===== config.mk =====
export PLATFORM = sky130hd
export DESIGN_NAME = pcie_cfg_req_queue_apb
export DESIGN_NICKNAME = d
export VERILOG_FILES = /design/src/rtl/pcie_cfg_pkg.sv /design/src/rtl/pcie_cfg_sync_fifo.sv /design/src/rtl/pcie_cfg_req_queue_apb.sv
export SDC_FILE = /design/constraint.sdc
export NUM_CORES = 2
export LEC_CHECK = 0
export CAP_MARGIN = 20
export CORE_MARGIN = 1
export CORE_UTILIZATION = 40
export CTS_CLUSTER_SIZE = 12
export DETAILED_ROUTE_END_ITERATION = 10
export GPL_TIMING_DRIVEN = 0
export HOLD_SLACK_MARGIN = 0.12
export SETUP_SLACK_MARGIN = 0.2
export SLEW_MARGIN = 25
export SYNTH_ARGS = -nofsm -noshare
export SYNTH_HDL_FRONTEND = slang
export SYNTH_SLANG_ARGS = --single-unit

===== constraint.sdc =====
create_clock -name pclk_div2 -period 3.02 [get_ports pclk_div2]
set_clock_uncertainty 0.05 [all_clocks]
set_input_delay 0.302 -clock pclk_div2 [delete_from_list [all_inputs] [get_ports pclk_div2]]
set_output_delay 0.302 -clock pclk_div2 [all_outputs]
set_load 0.02 [all_outputs]

===== src/rtl/pcie_cfg_pkg.sv =====
// Shared definitions for the APB-programmed PCIe config-request queue:
// register map, bit positions, completion codes, FIFO word layouts, FSM states.
package pcie_cfg_pkg;

  localparam logic [7:0] ADDR_CTRL     = 8'h00;
  localparam logic [7:0] ADDR_IDS      = 8'h04;
  localparam logic [7:0] ADDR_REG_NUM  = 8'h08;
  localparam logic [7:0] ADDR_TX_DATA  = 8'h0C;
  localparam logic [7:0] ADDR_PUSH     = 8'h10;
  localparam logic [7:0] ADDR_STATUS   = 8'h14;
  localparam logic [7:0] ADDR_RSP_DATA = 8'h18;
  localparam logic [7:0] ADDR_RSP_INFO = 8'h1C;

  localparam int CTRL_FMT    = 0;
  localparam int CTRL_TYPE   = 1;
  localparam int CTRL_EN     = 24;
  localparam int CTRL_IRQ_EN = 25;
  localparam int CTRL_FLUSH  = 31;

  localparam int STS_BUSY  = 16;
  localparam int STS_OVF   = 17;
  localparam int STS_TMO   = 18;
  localparam int STS_STRAY = 19;

  localparam logic [2:0] CPL_SC  = 3'b000;
  localparam logic [2:0] CPL_TMO = 3'b001;

  // Queued request: staged fields plus the tag assigned at push time.
  typedef struct packed {
    logic        fmt;
    logic        typ;
    logic [3:0]  fbe;
    logic [7:0]  tag;
    logic [15:0] req_id;
    logic [15:0] des_id;
    logic [9:0]  reg_num;
    logic [31:0] tx_data;
  } cmd_t;

  // Returned result: {rx_data, status, tag, timeout}.
  typedef struct packed {
    logic [31:0] rx_data;
    logic [2:0]  status;
    logic [7:0]  tag;
    logic        timeout;
  } rsp_t;

  typedef enum logic [1:0] {
    ST_IDLE  = 2'd0,
    ST_ISSUE = 2'd1,
    ST_WAIT  = 2'd2
  } state_e;

  // Byte-lane merge of an APB write into an existing 32-bit register.
  function automatic logic [31:0] apply_strb(input logic [31:0] old_val,
                                             input logic [31:0] wdata,
                                             input logic [3:0]  strb);
    logic [31:0] res;
    res = old_val;
    for (int i = 0; i < 4; i++) begin
      if (strb[i]) res[i*8 +: 8] = wdata[i*8 +: 8];
    end
    return res;
  endfunction

endpackage


===== src/rtl/pcie_cfg_sync_fifo.sv =====
// First-word-fall-through synchronous FIFO with synchronous clear.
// A push into a full FIFO is accepted only when a pop happens in the same cycle.
module pcie_cfg_sync_fifo #(
  parameter int WIDTH = 8,
  parameter int DEPTH = 4
) (
  input  logic                   clk,
  input  logic                   rst_n,
  input  logic                   clr,
  input  logic                   push,
  input  logic [WIDTH-1:0]       din,
  input  logic                   pop,
  output logic [WIDTH-1:0]       dout,
  output logic                   full,
  output logic                   empty,
  output logic [$clog2(DEPTH):0] count
);
  localparam int AW = $clog2(DEPTH);

  logic [WIDTH-1:0] mem_q [DEPTH];
  logic [WIDTH-1:0] mem_d [DEPTH];
  logic [AW-1:0]    wr_ptr_q, wr_ptr_d;
  logic [AW-1:0]    rd_ptr_q, rd_ptr_d;
  logic [AW:0]      cnt_q, cnt_d;
  logic             do_push, do_pop;

  assign empty   = (cnt_q == '0);
  assign full    = (cnt_q == (AW+1)'(DEPTH));
  assign count   = cnt_q;
  assign dout    = mem_q[rd_ptr_q];
  assign do_pop  = pop & ~empty;
  assign do_push = push & (~full | do_pop);

  // Next-state for storage, pointers and occupancy.
  always_comb begin
    mem_d    = mem_q;
    wr_ptr_d = wr_ptr_q;
    rd_ptr_d = rd_ptr_q;
    cnt_d    = cnt_q;
    if (clr) begin
      wr_ptr_d = '0;
      rd_ptr_d = '0;
      cnt_d    = '0;
    end else begin
      if (do_push) begin
        mem_d[wr_ptr_q] = din;
        wr_ptr_d        = wr_ptr_q + 1'b1;
      end
      if (do_pop) rd_ptr_d = rd_ptr_q + 1'b1;
      case ({do_push, do_pop})
        2'b10:   cnt_d = cnt_q + 1'b1;
        2'b01:   cnt_d = cnt_q - 1'b1;
        default: cnt_d = cnt_q;
      endcase
    end
  end

  // State registers with synchronous active-low reset.
  always_ff @(posedge clk) begin
    if (!rst_n) begin
      mem_q    <= '{default: '0};
      wr_ptr_q <= '0;
      rd_ptr_q <= '0;
      cnt_q    <= '0;
    end else begin
      mem_q    <= mem_d;
      wr_ptr_q <= wr_ptr_d;
      rd_ptr_q <= rd_ptr_d;
      cnt_q    <= cnt_d;
    end
  end

endmodule


===== src/rtl/pcie_cfg_req_queue_apb.sv =====
// APB-programmed PCIe config-request engine: queues requests with auto tags,
// issues them one at a time, matches completions by tag, times out silent ones.
//
//   state    | meaning
//   ---------+-------------------------------------------------------------
//   ST_IDLE  | nothing in flight; issue when enabled, cmd queued, rsp slot free
//   ST_ISSUE | req_valid high with head-of-queue fields, waiting for req_ready
//   ST_WAIT  | request accepted; waiting for matching completion or timeout
module pcie_cfg_req_queue_apb
  import pcie_cfg_pkg::*;
#(
  parameter int         QDEPTH      = 4,
  parameter int         TIMEOUT_CYC = 50000,
  parameter logic [7:0] TAG_BASE    = 8'h00
) (
  input  logic        pclk_div2,
  input  logic        apb_rst_n,
  input  logic        p_sel,
  input  logic        p_ce,
  input  logic        p_we,
  input  logic [3:0]  p_strb,
  input  logic [7:0]  p_addr,
  input  logic [31:0] p_wdata,
  output logic        p_rdy,
  output logic [31:0] p_rdata,
  output logic        irq,
  output logic        pcie_cfg_ctrl_en,
  output logic        req_valid,
  input  logic        req_ready,
  output logic        req_fmt,
  output logic        req_type,
  output logic [3:0]  req_fbe,
  output logic [7:0]  req_tag,
  output logic [15:0] req_req_id,
  output logic [15:0] req_des_id,
  output logic [9:0]  req_reg_num,
  output logic [31:0] req_tx_data,
  input  logic        cpl_rcv,
  input  logic [7:0]  cpl_tag,
  input  logic [2:0]  cpl_status,
  input  logic [31:0] cpl_rx_data
);
  localparam int            TW       = $clog2(TIMEOUT_CYC);
  localparam int            CW       = $clog2(QDEPTH) + 1;
  localparam logic [TW-1:0] TMO_LAST = TW'(TIMEOUT_CYC - 1);

  state_e        state_q, state_d;
  logic [TW-1:0] timer_q, timer_d;
  logic [7:0]    inflight_tag_q, inflight_tag_d;
  logic [7:0]    tag_cnt_q, tag_cnt_d;
  logic          p_rdy_q, p_rdy_d;
  logic          fmt_q, fmt_d, typ_q, typ_d, ctrl_en_q, ctrl_en_d, irq_en_q, irq_en_d;
  logic [3:0]    fbe_q, fbe_d;
  logic [15:0]   req_id_q, req_id_d, des_id_q, des_id_d;
  logic [9:0]    reg_num_q, reg_num_d;
  logic [31:0]   tx_data_q, tx_data_d;
  logic          ovf_q, ovf_d, tmo_q, tmo_d, stray_q, stray_d;

  logic          wr_en, rd_en, flush, sts_w1c;
  logic          cmd_push, cmd_acc, cmd_pop, cmd_full, cmd_empty;
  logic          rsp_push, rsp_pop, rsp_full, rsp_empty;
  logic          stray_set, tmo_set;
  logic [CW-1:0] cmd_cnt, rsp_cnt;
  cmd_t          cmd_din, cmd_head;
  rsp_t          rsp_din, rsp_head;
  logic [31:0]   rd_mux, reg_num_wr, ids_wr;

  assign wr_en    = p_ce & p_we & p_rdy_q;
  assign rd_en    = p_ce & ~p_we & p_rdy_q;
  assign flush    = wr_en & (p_addr == ADDR_CTRL) & p_strb[3] & p_wdata[CTRL_FLUSH];
  assign sts_w1c  = wr_en & (p_addr == ADDR_STATUS) & p_strb[2];
  assign cmd_push = wr_en & (p_addr == ADDR_PUSH) & p_strb[0] & p_wdata[0] & ~flush;
  assign cmd_acc  = cmd_push & (~cmd_full | cmd_pop);
  assign rsp_pop  = rd_en & (p_addr == ADDR_RSP_DATA);
  assign cmd_din  = '{fmt: fmt_q, typ: typ_q, fbe: fbe_q, tag: tag_cnt_q, req_id: req_id_q,
                      des_id: des_id_q, reg_num: reg_num_q, tx_data: tx_data_q};

  pcie_cfg_sync_fifo #(.WIDTH($bits(cmd_t)), .DEPTH(QDEPTH)) u_cmd_fifo (
    .clk(pclk_div2), .rst_n(apb_rst_n), .clr(flush), .push(cmd_push), .din(cmd_din),
    .pop(cmd_pop), .dout(cmd_head), .full(cmd_full), .empty(cmd_empty), .count(cmd_cnt)
  );

  pcie_cfg_sync_fifo #(.WIDTH($bits(rsp_t)), .DEPTH(QDEPTH)) u_rsp_fifo (
    .clk(pclk_div2), .rst_n(apb_rst_n), .clr(flush), .push(rsp_push), .din(rsp_din),
    .pop(rsp_pop), .dout(rsp_head), .full(rsp_full), .empty(rsp_empty), .count(rsp_cnt)
  );

  // Issue FSM: next state, FIFO handshakes, timeout counter, stray/timeout events.
  always_comb begin
    state_d        = state_q;
    timer_d        = timer_q;
    inflight_tag_d = inflight_tag_q;
    cmd_pop        = 1'b0;
    rsp_push       = 1'b0;
    rsp_din        = '0;
    stray_set      = 1'b0;
    tmo_set        = 1'b0;
    unique case (state_q)
      ST_IDLE: begin
        stray_set = cpl_rcv;
        if (ctrl_en_q && !cmd_empty && !rsp_full) state_d = ST_ISSUE;
      end
      ST_ISSUE: begin
        stray_set = cpl_rcv;
        if (req_ready) begin
          cmd_pop        = 1'b1;
          inflight_tag_d = cmd_head.tag;
          timer_d        = '0;
          state_d        = ST_WAIT;
        end
      end
      ST_WAIT: begin
        if (cpl_rcv && (cpl_tag == inflight_tag_q)) begin
          rsp_push = 1'b1;
          rsp_din  = '{rx_data: cpl_rx_data, status: cpl_status, tag: inflight_tag_q, timeout: 1'b0};
          state_d  = ST_IDLE;
        end else begin
          stray_set = cpl_rcv;
          if (timer_q == TMO_LAST) begin
            rsp_push = 1'b1;
            rsp_din  = '{rx_data: 32'hFFFF_FFFF, status: CPL_TMO, tag: inflight_tag_q, timeout: 1'b1};
            tmo_set  = 1'b1;
            state_d  = ST_IDLE;
          end else begin
            timer_d = timer_q + 1'b1;
          end
        end
      end
      default: state_d = ST_IDLE;
    endcase
    if (flush) state_d = ST_IDLE;
  end

  // APB register writes, tag counter and sticky status flags (set beats W1C).
  always_comb begin
    p_rdy_d    = p_sel & ~p_ce;
    fmt_d      = fmt_q;
    typ_d      = typ_q;
    fbe_d      = fbe_q;
    ctrl_en_d  = ctrl_en_q;
    irq_en_d   = irq_en_q;
    ids_wr     = apply_strb({des_id_q, req_id_q}, p_wdata, p_strb);
    reg_num_wr = apply_strb({22'b0, reg_num_q}, p_wdata, p_strb);
    req_id_d   = req_id_q;
    des_id_d   = des_id_q;
    reg_num_d  = reg_num_q;
    tx_data_d  = tx_data_q;
    tag_cnt_d  = cmd_acc ? tag_cnt_q + 8'd1 : tag_cnt_q;
    ovf_d      = ovf_q;
    tmo_d      = tmo_q;
    stray_d    = stray_q;
    if (wr_en) begin
      unique case (p_addr)
        ADDR_CTRL: begin
          if (p_strb[0]) begin
            fmt_d = p_wdata[CTRL_FMT];
            typ_d = p_wdata[CTRL_TYPE];
            fbe_d = p_wdata[5:2];
          end
          if (p_strb[3]) begin
            ctrl_en_d = p_wdata[CTRL_EN];
            irq_en_d  = p_wdata[CTRL_IRQ_EN];
          end
        end
        ADDR_IDS: begin
          req_id_d = ids_wr[15:0];
          des_id_d = ids_wr[31:16];
        end
        ADDR_REG_NUM: reg_num_d = reg_num_wr[9:0];
        ADDR_TX_DATA: tx_data_d = apply_strb(tx_data_q, p_wdata, p_strb);
        default: ;
      endcase
    end
    if (sts_w1c) begin
      if (p_wdata[STS_OVF])   ovf_d   = 1'b0;
      if (p_wdata[STS_TMO])   tmo_d   = 1'b0;
      if (p_wdata[STS_STRAY]) stray_d = 1'b0;
    end
    if (cmd_push && !cmd_acc) ovf_d = 1'b1;
    if (tmo_set)   tmo_d   = 1'b1;
    if (stray_set) stray_d = 1'b1;
  end

  // Read data selection for the current access-phase address.
  always_comb begin
    rd_mux = '0;
    unique case (p_addr)
      ADDR_CTRL:     rd_mux = {6'b0, irq_en_q, ctrl_en_q, 18'b0, fbe_q, typ_q, fmt_q};
      ADDR_IDS:      rd_mux = {des_id_q, req_id_q};
      ADDR_REG_NUM:  rd_mux = {22'b0, reg_num_q};
      ADDR_TX_DATA:  rd_mux = tx_data_q;
      ADDR_STATUS:   rd_mux = {12'b0, stray_q, tmo_q, ovf_q, (state_q != ST_IDLE),
                               3'b0, 5'(rsp_cnt), 3'b0, 5'(cmd_cnt)};
      ADDR_RSP_DATA: rd_mux = rsp_empty ? 32'h0 : rsp_head.rx_data;
      ADDR_RSP_INFO: rd_mux = rsp_empty ? 32'h0 :
                              {1'b1, 19'b0, rsp_head.timeout, rsp_head.status, rsp_head.tag};
      default:       rd_mux = '0;
    endcase
  end

  // All control and configuration flops.
  always_ff @(posedge pclk_div2) begin
    if (!apb_rst_n) begin
      state_q        <= ST_IDLE;
      timer_q        <= '0;
      inflight_tag_q <= '0;
      tag_cnt_q      <= TAG_BASE;
      p_rdy_q        <= 1'b0;
      fmt_q          <= 1'b0;
      typ_q          <= 1'b0;
      fbe_q          <= '0;
      ctrl_en_q      <= 1'b0;
      irq_en_q       <= 1'b0;
      req_id_q       <= '0;
      des_id_q       <= '0;
      reg_num_q      <= '0;
      tx_data_q      <= '0;
      ovf_q          <= 1'b0;
      tmo_q          <= 1'b0;
      stray_q        <= 1'b0;
    end else begin
      state_q        <= state_d;
      timer_q        <= timer_d;
      inflight_tag_q <= inflight_tag_d;
      tag_cnt_q      <= tag_cnt_d;
      p_rdy_q        <= p_rdy_d;
      fmt_q          <= fmt_d;
      typ_q          <= typ_d;
      fbe_q          <= fbe_d;
      ctrl_en_q      <= ctrl_en_d;
      irq_en_q       <= irq_en_d;
      req_id_q       <= req_id_d;
      des_id_q       <= des_id_d;
      reg_num_q      <= reg_num_d;
      tx_data_q      <= tx_data_d;
      ovf_q          <= ovf_d;
      tmo_q          <= tmo_d;
      stray_q        <= stray_d;
    end
  end

  assign p_rdy            = p_rdy_q;
  assign p_rdata          = (p_rdy_q & ~p_we) ? rd_mux : 32'h0;
  assign irq              = irq_en_q & ~rsp_empty;
  assign pcie_cfg_ctrl_en = ctrl_en_q;
  assign req_valid        = (state_q == ST_ISSUE);
  assign req_fmt          = req_valid & cmd_head.fmt;
  assign req_type         = req_valid & cmd_head.typ;
  assign req_fbe          = req_valid ? cmd_head.fbe     : '0;
  assign req_tag          = req_valid ? cmd_head.tag     : '0;
  assign req_req_id       = req_valid ? cmd_head.req_id  : '0;
  assign req_des_id       = req_valid ? cmd_head.des_id  : '0;
  assign req_reg_num      = req_valid ? cmd_head.reg_num : '0;
  assign req_tx_data      = req_valid ? cmd_head.tx_data : '0;

endmodule


==> results.cfg <==
[outcome]
outcome = finished with violations
violations = setup timing

[min_path]
hold_depth = 3
hold_path_class = primary input to flip-flop
min-delay-start = p_sel

[pwr]
p_per_area_nw_per_um2 = 484
power.total_mw = 18.4
max-vdd-ir-drop_uv = 439
leakagePower_nw = 13.1

[place]
portBuffers = 216
pre_cts_slack_ps = -1420
gp_congestion = 0.939
dp.final_hpwl_um = 79000

[route]
first_iter_violations = 2353
antenna_left = 0
first_pass_iters = 7
wl_um = 110000
wl_per_cell_um = 23.5
vias_per_cell = 5.54
vias = 26058
drc = 0

[sta]
finalHoldViolCount = 0
fmax_mhz = 315
worst_slack_ps = -152
slew_headroom_pct = 27.1
fin_setup_tns_ps = -683
slew_violations = 0
worst_slew_pin_slew_ps = 1090
period_needed_ps = 3170
setup_viol = 11
rsz0062_at_grt = true
fin_crit_sh_pct = 105

[layout]
drive_gt1_share_pct = 17.1
antenna_cells = 0
syn_to_final_growth_pct = 24.7
layout.nets = 3789

[yosys]
synth_common_cells = nand2_1 (957), dfxtp_1 (662), a21boi_0 (310), a21boi_1 (206), clkbuf_1 (149)
ys_warn_count = 0
synth_area_um2 = 30500
synth.largest_area_cell = dfxtp_1
synth_async_sr_flop_share_pct = 0
synth_area_leaders = dfxtp_1 (43%), nand2_1 (12%), mux4_2 (9.8%), a21boi_0 (7.6%), a21boi_1 (5.1%)
syn_nets = 3430
synth.avg_cell_area_um2 = 9.17
synth_edf_count = 0
synth_cell_type_count = 59
yosys_register_bits = 662
synth-seq-area-share_pct = 43.5
synth_top_area_share_pct = 43.5
synth_flop_cell = dfxtp_1
synthCells = 3322
yosysMostFrequentCell = nand2_1

[cts]
insertion_delay_ps = 640
clock_sinks = 662
cts_buffers = 74
cts_tree = yes
clk_pin_slew_ps = 60
root_buffer = clkbuf_16
cts_max_level = 3
cts_buffer_depth = 3

[floorplanning]
boundaryPins = 218
dieArea_um2 = 77300
die_w_um = 278
die_y_um = 278
start_util_pct = 40.7
rows = 100
core_um2 = 74900

[grt]
antenna_found_initial = 5
grt_use_total_pct = 28.2
grt_pass1_wl_um = 163000
grt_pass1_vias = 25155
grt_max_degree = 13
grt-ovfl-total = 0

[worst_setup_path]
path_class = flip-flop to output port
worst_r2r_path_depth = 15
cp.arrival_ps = 2820
crit_path_end_kind = output port
cp_max_fo = 6
crit_path_start_kind = flip-flop
crit_required_ps = 2670
cp_slowest_cell = a222oi_1
cp_cell_sequence = buf_12 > mux4_2 > a222oi_1 > a31oi_4 > buf_6
worstReg2RegStart = timer_q[0]
crit_path_start = u_rsp_fifo.rd_ptr_q[0]
slowest_delay_ps = 700

[job]
maxCapViolations = 0
per-layer routing:
metal	up-vias	share of wire, %	routed length (um)	track usage, %
met1	12714	43	47200	38.0
met4	2	3.7	4130	10.7
met3	213	7.0	7780	3.96
met2	1033	46	51300	45.7
li1	12096	-	-	-
met5	-	0.014	16	0
flip-flops by register name, indices dropped and copies added, names as in the netlist, 3 cells and up:
register / flops
des_id_q: 16
reg_num_q: 10
tx_data_q: 32
inflight_tag_q: 8
u_cmd_fifo.count: 3
tag_cnt_q: 8
req_id_q: 16
timer_q: 16
u_rsp_fifo.mem_q: 176
u_cmd_fifo.mem_q: 352
u_rsp_fifo.count: 3
fbe_q: 4
per-stage QoR:
step	hold slack, ps	util, %	instances	instance area (um^2)
after floorplan	324	-	3322	30500
after global placement	383	45.2	4507	33900
after detailed placement	392	45.2	4507	33900
after CTS	137	50.1	4690	37600
after global routing	141	50.7	4707	38000
final	148	50.7	4707	38000
cells by family (layout without fill, tap and decap cells):
| kind of cell | after synthesis | in the layout | share of synthesized area (%) |
|---|---|---|---|
| flip-flops | 662 | 662 | 43.5 |
| AND/OR/NAND/NOR | 1420 | 1420 | 21.0 |
| adder cells (fa/ha/maj) | 14 | 14 | 0.624 |
| multiplexers | 205 | 205 | 12.2 |
| XOR/XNOR | 41 | 41 | 1.18 |
| buffers and inverters | 287 | 703 | 4.38 |
| AO/OA/AOI/OAI | 693 | 693 | 17.2 |
layout by cell type (no fill, tap or decap), types with 76 or more instances in the layout:
cell and instances:
and2_1 104, a21boi_0 310, clkbuf_16 82, nand2b_1 77
a21boi_1 206, clkbuf_1 117, nor2b_1 76, clkdlybuf4s50_1 87
nand2_1 950, dfxtp_1 648, mux4_2 132
critical path, delay by kind of cell, from the launching register on:
kind / cells / cell delay [ps]
AO/OA/AOI/OAI: 2 / 920
buffers and inverters: 2 / 320
flip-flops: 1 / 360
multiplexers: 1 / 570
worst paths after layout:
check | to | slack (ps)
max | p_rdata[1] | -150
min | p_rdy | 150
max reg2reg | u_rsp_fifo.count[2] | 210
min reg2reg | u_cmd_fifo.mem_q[159] | 400
power breakdown:
| part | switching [mW] | internal [mW] | leakage (nW) |
|---|---|---|---|
| clock | 3.87 | 5.23 | 1.20 |
| sequential | 0.00148 | 8.73 | 5.34 |
| combinational | 0.312 | 0.239 | 6.54 |
repair_timing:
action,4_1_cts,5_1_grt
buffers inserted,47,15
resized for setup,565,132
hold buffers,0,0
pin swaps,58,42
setup endpoints to repair,193,265
gates cloned,3,2
cell type report:
cell class                 instances  area [um^2]
sequential                       662        13300
timing repair buffer             283         2820
inverter                          14         52.6
tap                              969         1210
clock inverter                    20          241
fill                            6993        36900
buffer                           273         1840
multi-input combinational       2373        16400
clock buffer                     113         2200
Power figures use the tool's default switching activity.
